**config.mk**
```make
export PLATFORM = sky130hd
export DESIGN_NAME = btn_conditioner_flat
export DESIGN_NICKNAME = d
export VERILOG_FILES = /design/src/rtl/btn_conditioner_if.sv /design/src/rtl/btn_conditioner.sv /design/src/flat_wrapper.sv
export SDC_FILE = /design/constraint.sdc
export NUM_CORES = 1
export LEC_CHECK = 0
export ABC_AREA = 1
export CAP_MARGIN = 25
export CORE_ASPECT_RATIO = 0.75
export CORE_UTILIZATION = 56
export CTS_CLUSTER_DIAMETER = 100
export DETAILED_ROUTE_END_ITERATION = 7
export GPL_ROUTABILITY_DRIVEN = 0
export PLACE_DENSITY = 0.82
export SLEW_MARGIN = 20
export SYNTH_ARGS = -nofsm -noshare
export SYNTH_HDL_FRONTEND = slang
export SYNTH_SLANG_ARGS = --single-unit
```
**constraint.sdc**
```tcl
create_clock -name clk -period 1.9 [get_ports clk]
set_input_delay 0.57 -clock clk [delete_from_list [all_inputs] [get_ports clk]]
set_output_delay 0.57 -clock clk [all_outputs]
set_load 0.02 [all_outputs]
```
**src/rtl/btn_conditioner_if.sv**
```systemverilog
// Button conditioner bus: sample enable and raw buttons in, clean levels and move pulses out.
// The conditioner sits on the slave side.
interface btn_conditioner_if #(
  parameter int N_BTN = 4
);
  logic             tick;
  logic [N_BTN-1:0] btn_raw;
  logic [N_BTN-1:0] btn_level;
  logic [N_BTN-1:0] btn_pulse;

  modport master (output tick, output btn_raw, input btn_level, input btn_pulse);
  modport slave  (input tick, input btn_raw, output btn_level, output btn_pulse);
endinterface

```
**src/rtl/btn_conditioner.sv**
```systemverilog
// Per-button synchronizer, tick-based debounce and hold-to-repeat pulse generator.
// Bit order {right, left, down, up}; every button runs its own FSM and counter.
module btn_conditioner #(
  parameter int N_BTN      = 4,
  parameter int DB_TICKS   = 20,
  parameter int RPT_DELAY  = 300,
  parameter int RPT_PERIOD = 100,
  parameter int CW         = 10
) (
  input  logic               clk,
  input  logic               rst,
  btn_conditioner_if.slave   bus
);

  typedef enum logic [2:0] {
    IDLE,
    PRESS_CHK,
    HELD_DLY,
    HELD_RPT,
    REL_CHK
  } state_t;

  localparam logic [CW-1:0] DB_LAST  = CW'(DB_TICKS - 1);
  localparam logic [CW-1:0] DLY_LAST = CW'(RPT_DELAY - 1);
  localparam logic [CW-1:0] PER_LAST = CW'(RPT_PERIOD - 1);
  localparam logic [CW-1:0] CNT_ONE  = CW'(1);

  logic [N_BTN-1:0] sync1;
  logic [N_BTN-1:0] sync2;
  logic [N_BTN-1:0] level_vec;
  logic [N_BTN-1:0] pulse_vec;

  always_ff @(posedge clk or negedge rst) begin
    if (!rst) begin
      sync1 <= '0;
      sync2 <= '0;
    end else begin
      sync1 <= bus.btn_raw;
      sync2 <= sync1;
    end
  end

  for (genvar i = 0; i < N_BTN; i++) begin : g_btn
    state_t        state;
    state_t        state_nxt;
    logic [CW-1:0] cnt;
    logic [CW-1:0] cnt_nxt;
    logic          level_q;
    logic          level_nxt;
    logic          pulse_q;
    logic          pulse_nxt;
    logic          s;

    assign s = sync2[i];

    always_ff @(posedge clk or negedge rst) begin
      if (!rst) begin
        state   <= IDLE;
        cnt     <= '0;
        level_q <= 1'b0;
        pulse_q <= 1'b0;
      end else begin
        state   <= state_nxt;
        cnt     <= cnt_nxt;
        level_q <= level_nxt;
        pulse_q <= pulse_nxt;
      end
    end

    // A change of the synchronized level acts immediately; counting only happens on tick.
    always_comb begin
      state_nxt = state;
      cnt_nxt   = cnt;
      level_nxt = level_q;
      pulse_nxt = 1'b0;
      case (state)
        IDLE: begin
          if (s) begin
            state_nxt = PRESS_CHK;
            cnt_nxt   = '0;
          end
        end
        PRESS_CHK: begin
          if (!s) begin
            state_nxt = IDLE;
            cnt_nxt   = '0;
          end else if (bus.tick) begin
            if (cnt == DB_LAST) begin
              state_nxt = HELD_DLY;
              cnt_nxt   = '0;
              level_nxt = 1'b1;
              pulse_nxt = 1'b1;
            end else begin
              cnt_nxt = cnt + CNT_ONE;
            end
          end
        end
        HELD_DLY: begin
          if (!s) begin
            state_nxt = REL_CHK;
            cnt_nxt   = '0;
          end else if (bus.tick && (RPT_DELAY != 0)) begin
            if (cnt == DLY_LAST) begin
              state_nxt = HELD_RPT;
              cnt_nxt   = '0;
              pulse_nxt = 1'b1;
            end else begin
              cnt_nxt = cnt + CNT_ONE;
            end
          end
        end
        HELD_RPT: begin
          if (!s) begin
            state_nxt = REL_CHK;
            cnt_nxt   = '0;
          end else if (bus.tick) begin
            if (cnt == PER_LAST) begin
              cnt_nxt   = '0;
              pulse_nxt = 1'b1;
            end else begin
              cnt_nxt = cnt + CNT_ONE;
            end
          end
        end
        REL_CHK: begin
          // Bouncing back high restarts the repeat delay without a new press pulse.
          if (s) begin
            state_nxt = HELD_DLY;
            cnt_nxt   = '0;
          end else if (bus.tick) begin
            if (cnt == DB_LAST) begin
              state_nxt = IDLE;
              cnt_nxt   = '0;
              level_nxt = 1'b0;
            end else begin
              cnt_nxt = cnt + CNT_ONE;
            end
          end
        end
        default: begin
          state_nxt = IDLE;
          cnt_nxt   = '0;
          level_nxt = 1'b0;
        end
      endcase
    end

    assign level_vec[i] = level_q;
    assign pulse_vec[i] = pulse_q;
  end

  assign bus.btn_level = level_vec;
  assign bus.btn_pulse = pulse_vec;

endmodule

```
**src/flat_wrapper.sv**
```systemverilog
// flat-port wrapper written by rule: the top's interface ports become plain ports
module btn_conditioner_flat 
#(
  parameter int N_BTN      = 4,
  parameter int DB_TICKS   = 20,
  parameter int RPT_DELAY  = 300,
  parameter int RPT_PERIOD = 100,
  parameter int CW         = 10
)
  (clk, rst, bus_tick, bus_btn_raw, bus_btn_level, bus_btn_pulse);
  btn_conditioner_if #(.N_BTN(N_BTN)) bus_i ();
  input  logic clk;
  input  logic rst;
  input wire logic [$bits(bus_i.tick)-1:0] bus_tick;
  input wire logic [$bits(bus_i.btn_raw)-1:0] bus_btn_raw;
  output wire logic [$bits(bus_i.btn_level)-1:0] bus_btn_level;
  output wire logic [$bits(bus_i.btn_pulse)-1:0] bus_btn_pulse;
  assign bus_i.tick = bus_tick;
  assign bus_i.btn_raw = bus_btn_raw;
  assign bus_btn_level = bus_i.btn_level;
  assign bus_btn_pulse = bus_i.btn_pulse;
  btn_conditioner #(.N_BTN(N_BTN), .DB_TICKS(DB_TICKS), .RPT_DELAY(RPT_DELAY), .RPT_PERIOD(RPT_PERIOD), .CW(CW)) u_core (.clk(clk), .rst(rst), .bus(bus_i));
endmodule
```
**Word-level counts from Yosys, hierarchy flattened**

Cells that the tools add are included.

- Add/sub/neg operators: 4
- Equal/unequal tests: 88
- Multiplexer cells: 164
- Bitwise logic cells: 4
- Reductions and logical operators: 20

Operators by type and width:

| cell | number |
|---|---|
| two-way mux 10 bit | 44 |
| one-hot mux 10 bit (5 select lines) | 4 |
| two-way mux 3 bit | 44 |
| two-way mux 1 bit | 60 |
| != test 3 bit (second input constant) | 20 |
| one-hot mux 3 bit (5 select lines) | 4 |
| adder 10 x 1 -> 10 bit (second input constant) | 4 |
| == test 10 x 5 -> 1 bit (second input constant) | 4 |
| == test 10 x 7 -> 1 bit (second input constant) | 4 |
| == test 10 x 9 -> 1 bit (second input constant) | 4 |
| != test 2 x 1 -> 1 bit (second input constant) | 16 |
| != test 2 bit (second input constant) | 16 |
| AND reduction 8 bit | 4 |
| AND reduction 7 bit | 4 |
| == test 3 x 2 -> 1 bit (second input constant) | 8 |
| one-hot mux 1 bit (3 select lines) | 8 |
| == test 3 x 1 -> 1 bit (second input constant) | 4 |
| == test 3 bit (second input constant) | 4 |
| zero test 3 bit | 4 |
| != test 3 x 1 -> 1 bit (second input constant) | 4 |
| != test 3 x 2 -> 1 bit (second input constant) | 4 |
| AND reduction 3 bit | 4 |
| OR reduction 3 bit | 4 |
| inverter 1 bit | 4 |

- Register bits after elaboration: 68

**Depth between registers and ports, before layout**

- Depth after elaboration: 5
- Mapped depth: 12
- Gate-level depth less buffers: 12

**Least setup slack after synthesis**

Ideal clock, no wire load.

- Path type: in2reg
- Start: in bus_tick
- End: reg u_core.g_btn[3].level_q
- Setup time: 0.120 ns
- Arrival: 1.472 ns
- Slack: 0.307 ns
- Cell stages on the path: 8
- Cell sequence: buf_4 -> inv_4 -> buf_4 -> buf_2 -> o21ai_1 -> o21ai_0 -> o21ai_1 -> nand2_1

- Word-level cells in the longest chain between the ends: 2
- Elaborated cells between the ends (all ways): 3

Ends and longest elaborated chain:

| element | line | source |
|---|---|---|
| start, declared | flat_wrapper.sv:14 | `input wire logic [$bits(bus_i.tick)-1:0] bus_tick;` |
| != test 2 bit (no line) | - |  |
| AND reduction 7 bit (no line) (*) | - |  |
| end signal, assigned | btn_conditioner.sv:65 | `level_q <= level_nxt;` |
| end, declared | btn_conditioner.sv:48 | `logic level_q;` |

Mark *: on every way between the ends. The rest lies on a longest branch, timed or not.
A chain may end at the register's enable or synchronous reset.

**Worst setup path in the final report**

- Start: reg u_core.g_btn[3].level_q
- End: out bus_btn_level[3]

RTL lines:

| element | line | source |
|---|---|---|
| end, declared | flat_wrapper.sv:16 | `output wire logic [$bits(bus_i.btn_level)-1:0] bus_btn_level;` |

No word-level cell between the ends.

==> flow_summary.json <==
{
  "final_area_um2": 5980,
  "min_path_type": "primary input to asynchronous set/reset pin",
  "drive_above_1_share": 0.135,
  "ioPinCount": 15,
  "synth_edf_count": 0,
  "nFillCells": 733,
  "die_area_um2": 9750,
  "hold_viol": 0,
  "cp_top_family": "buffers and inverters",
  "crit_buf_inv": 1,
  "synth_most_common_cell": "nand2_1",
  "path_max_fanout": 2,
  "p_per_area_nw_per_um2": 1180,
  "worstPathRequired_ns": 1.33,
  "vias": 5508,
  "async_flop_share": 1.00,
  "num_rows": 30,
  "dpl.hpwl_mm": 9.39,
  "start_util": 0.579,
  "slew-limit-headroom": 0.709,
  "grt_pass1_vias": 4879,
  "viasPerCell": 5.56,
  "grt_first_pass_wirelength_mm": 21.7,
  "worstSetupStartpointType": "register",
  "drc_errors": 0,
  "cts-buffers-inserted": 9,
  "timing.hold.ws_ns": 0.227,
  "r2r_slack_ns": 0.18,
  "routedWlPerCell_um": 13.0,
  "utilization": 0.661,
  "synth_nets": 839,
  "cts_buffer_depth": 2,
  "n_antenna_cell": 0,
  "ys_top_cells_by_area": "dfrtp_1, nand2_1, nand3_1",
  "drt_first_pass_iters": 6,
  "ys_top_cells_by_count": "nand2_1, nand3_1, nor2_1, inv_1, dfrtp_1",
  "setup_violations": 0,
  "min_period_over_period": 0.978,
  "yosysWarnings": 0,
  "clkTransAtPathRegs_ns": 0.06,
  "yosys.area.top_type": "dfrtp_1",
  "synthCells": 828,
  "avgSynthCellArea_um2": 6.33,
  "worst_slack_ns": 0.0410,
  "cts_root_buf": "clkbuf_16",
  "yosysTopAreaCellShare": 0.325,
  "pre_cts_ws_ns": -0.206,
  "place_area_um2": 5620,
  "critical_path_class": "register to primary output",
  "cts_max_level": 3,
  "clock-sinks": 68,
  "total_power_mw": 7.04,
  "slowest_stage": "clkdlybuf4s50_1",
  "fin_nets": 868,
  "die_h_um": 85.8,
  "status": "complete, no violations",
  "grt_max_degree": 69,
  "core_area_um2": 9050,
  "grt_usage": 0.276,
  "power.leakage_nw": 3.16,
  "die_x_um": 114,
  "postCtsHoldBufs": 0,
  "ant_nets": 0,
  "path_cells": "clkdlybuf4s50_1",
  "slew_viol_final": 0,
  "critPathCaptureType": "primary output",
  "antenna_found_initial": 0,
  "fin_skew_ns": 0.00777,
  "worst_slew_pin_slew_ns": 0.433,
  "ir_worst_vdd_mv": 0.790,
  "cp.arrival_ns": 1.29,
  "synthesis.area_um2": 5240,
  "final.min_clock_period_ns": 1.86,
  "grt-ovfl-total": 0,
  "drt_iter0_markers": 490,
  "wirelength_mm": 12.9,
  "netlist-cell-type-count": 43,
  "synthFlopType": "dfrtp_1",
  "fmax_mhz": 538,
  "ys_seq_elements": 68,
  "cts_tree": "done",
  "syn_to_final_growth_pct": 14.2,
  "max_cap_violations": 0,
  "clock_latency_ns": 0.34,
  "portBuffers": 14,
  "ys_seq_area_frac": 0.325,
  "cpPeakStageDelay_ns": 0.61
}
## cell families after synthesis
family                   Yosys count  synth area share
AND/OR/NAND/NOR                  527             0.448
buffers and inverters            127             0.103
AO/OA/AOI/OAI                     91            0.0960
flip-flops                        68             0.325
XOR/XNOR                          11            0.0184
adder cells (fa/ha/maj)            4           0.00956
## timing repair
action	4_1_cts	5_1_grt
setup endpoints to repair	0	11
setup buffers	0	1
gates resized for setup	0	8
## through the flow
step / TNS (ns) / std cells
finish: 0 / 990
global route: -0.0108 / 990
CTS: 0 / 989
detailed placement: -7.16 / 973
global placement: -5.02 / 973
floorplan: 0 / 828
## where the power goes
part / internal (mW) / total (mW) / switching, mW
clock: 1.18 / 1.83 / 0.648
combinational: 1.11 / 3.20 / 2.09
sequential: 1.69 / 2.01 / 0.321
## registers in the layout, indices dropped and copies added (netlist names)
register              flops
u_core.g_btn.cnt         40
u_core.g_btn.state       12
u_core.g_btn.level_q      4
u_core.g_btn.pulse_q      4
u_core.sync1              4
u_core.sync2              4
## path summary, 6_finish.rpt
check,from,end,cells past startpoint
max,u_core.g_btn[3].level_q,bus_btn_level[3],1
min,rst,u_core.g_btn[0].state[2],2
max reg2reg,u_core.g_btn[3].cnt[0],u_core.g_btn[3].cnt[6],8
min reg2reg,u_core.sync1[2],u_core.sync2[2],0
max in group asynchronous,rst,u_core.g_btn[2].cnt[0],2
min in group clk,u_core.sync1[2],u_core.sync2[2],0
## cells in the final DEF (no fill, tap or decap), drive strengths merged
master,instances
buf,30
o22ai,2
o21bai,1
or2,2
inv,102
nor2,101
bufinv,2
o221ai,2
ha,4
nand2,293
a21boi,3
clkinv,1
clkbuf,10
nand3,91
o21ai,48
nor4,3
clkdlybuf4s50,11
a31oi,3
nor3,19
o31ai,2
xnor2,1
a21o,1
nand3b,1
o211ai,4
clkinvlp,3
nand4,17
dfrtp,68
a21oi,24
dlymetal6s2s,2
xor2,10
a22oi,1
## routing by layer
layer | wire length, um | global-route usage | vias up | part of all wire
li1 | - | - | 2721 | -
met5 | 0 | 0 | - | 0
met2 | 5700 | 0.430 | 277 | 0.44
met3 | 1130 | 0.0608 | 34 | 0.088
met4 | 248 | 0.0993 | 0 | 0.019
met1 | 5790 | 0.378 | 2476 | 0.45
## area by class of cell
class                           count  area [um^2]  area share
Clock buffer                       10          239      0.0399
Clock inverter                      6         87.6      0.0146
Inverter                          102          385      0.0644
Multi-Input combinational cell    633         3010       0.503
Sequential cell                    68         1700       0.284
Tap cell                          128          160      0.0268
Timing Repair Buffer               43          399      0.0667
Note: power is estimated with default switching activity, not from simulation.
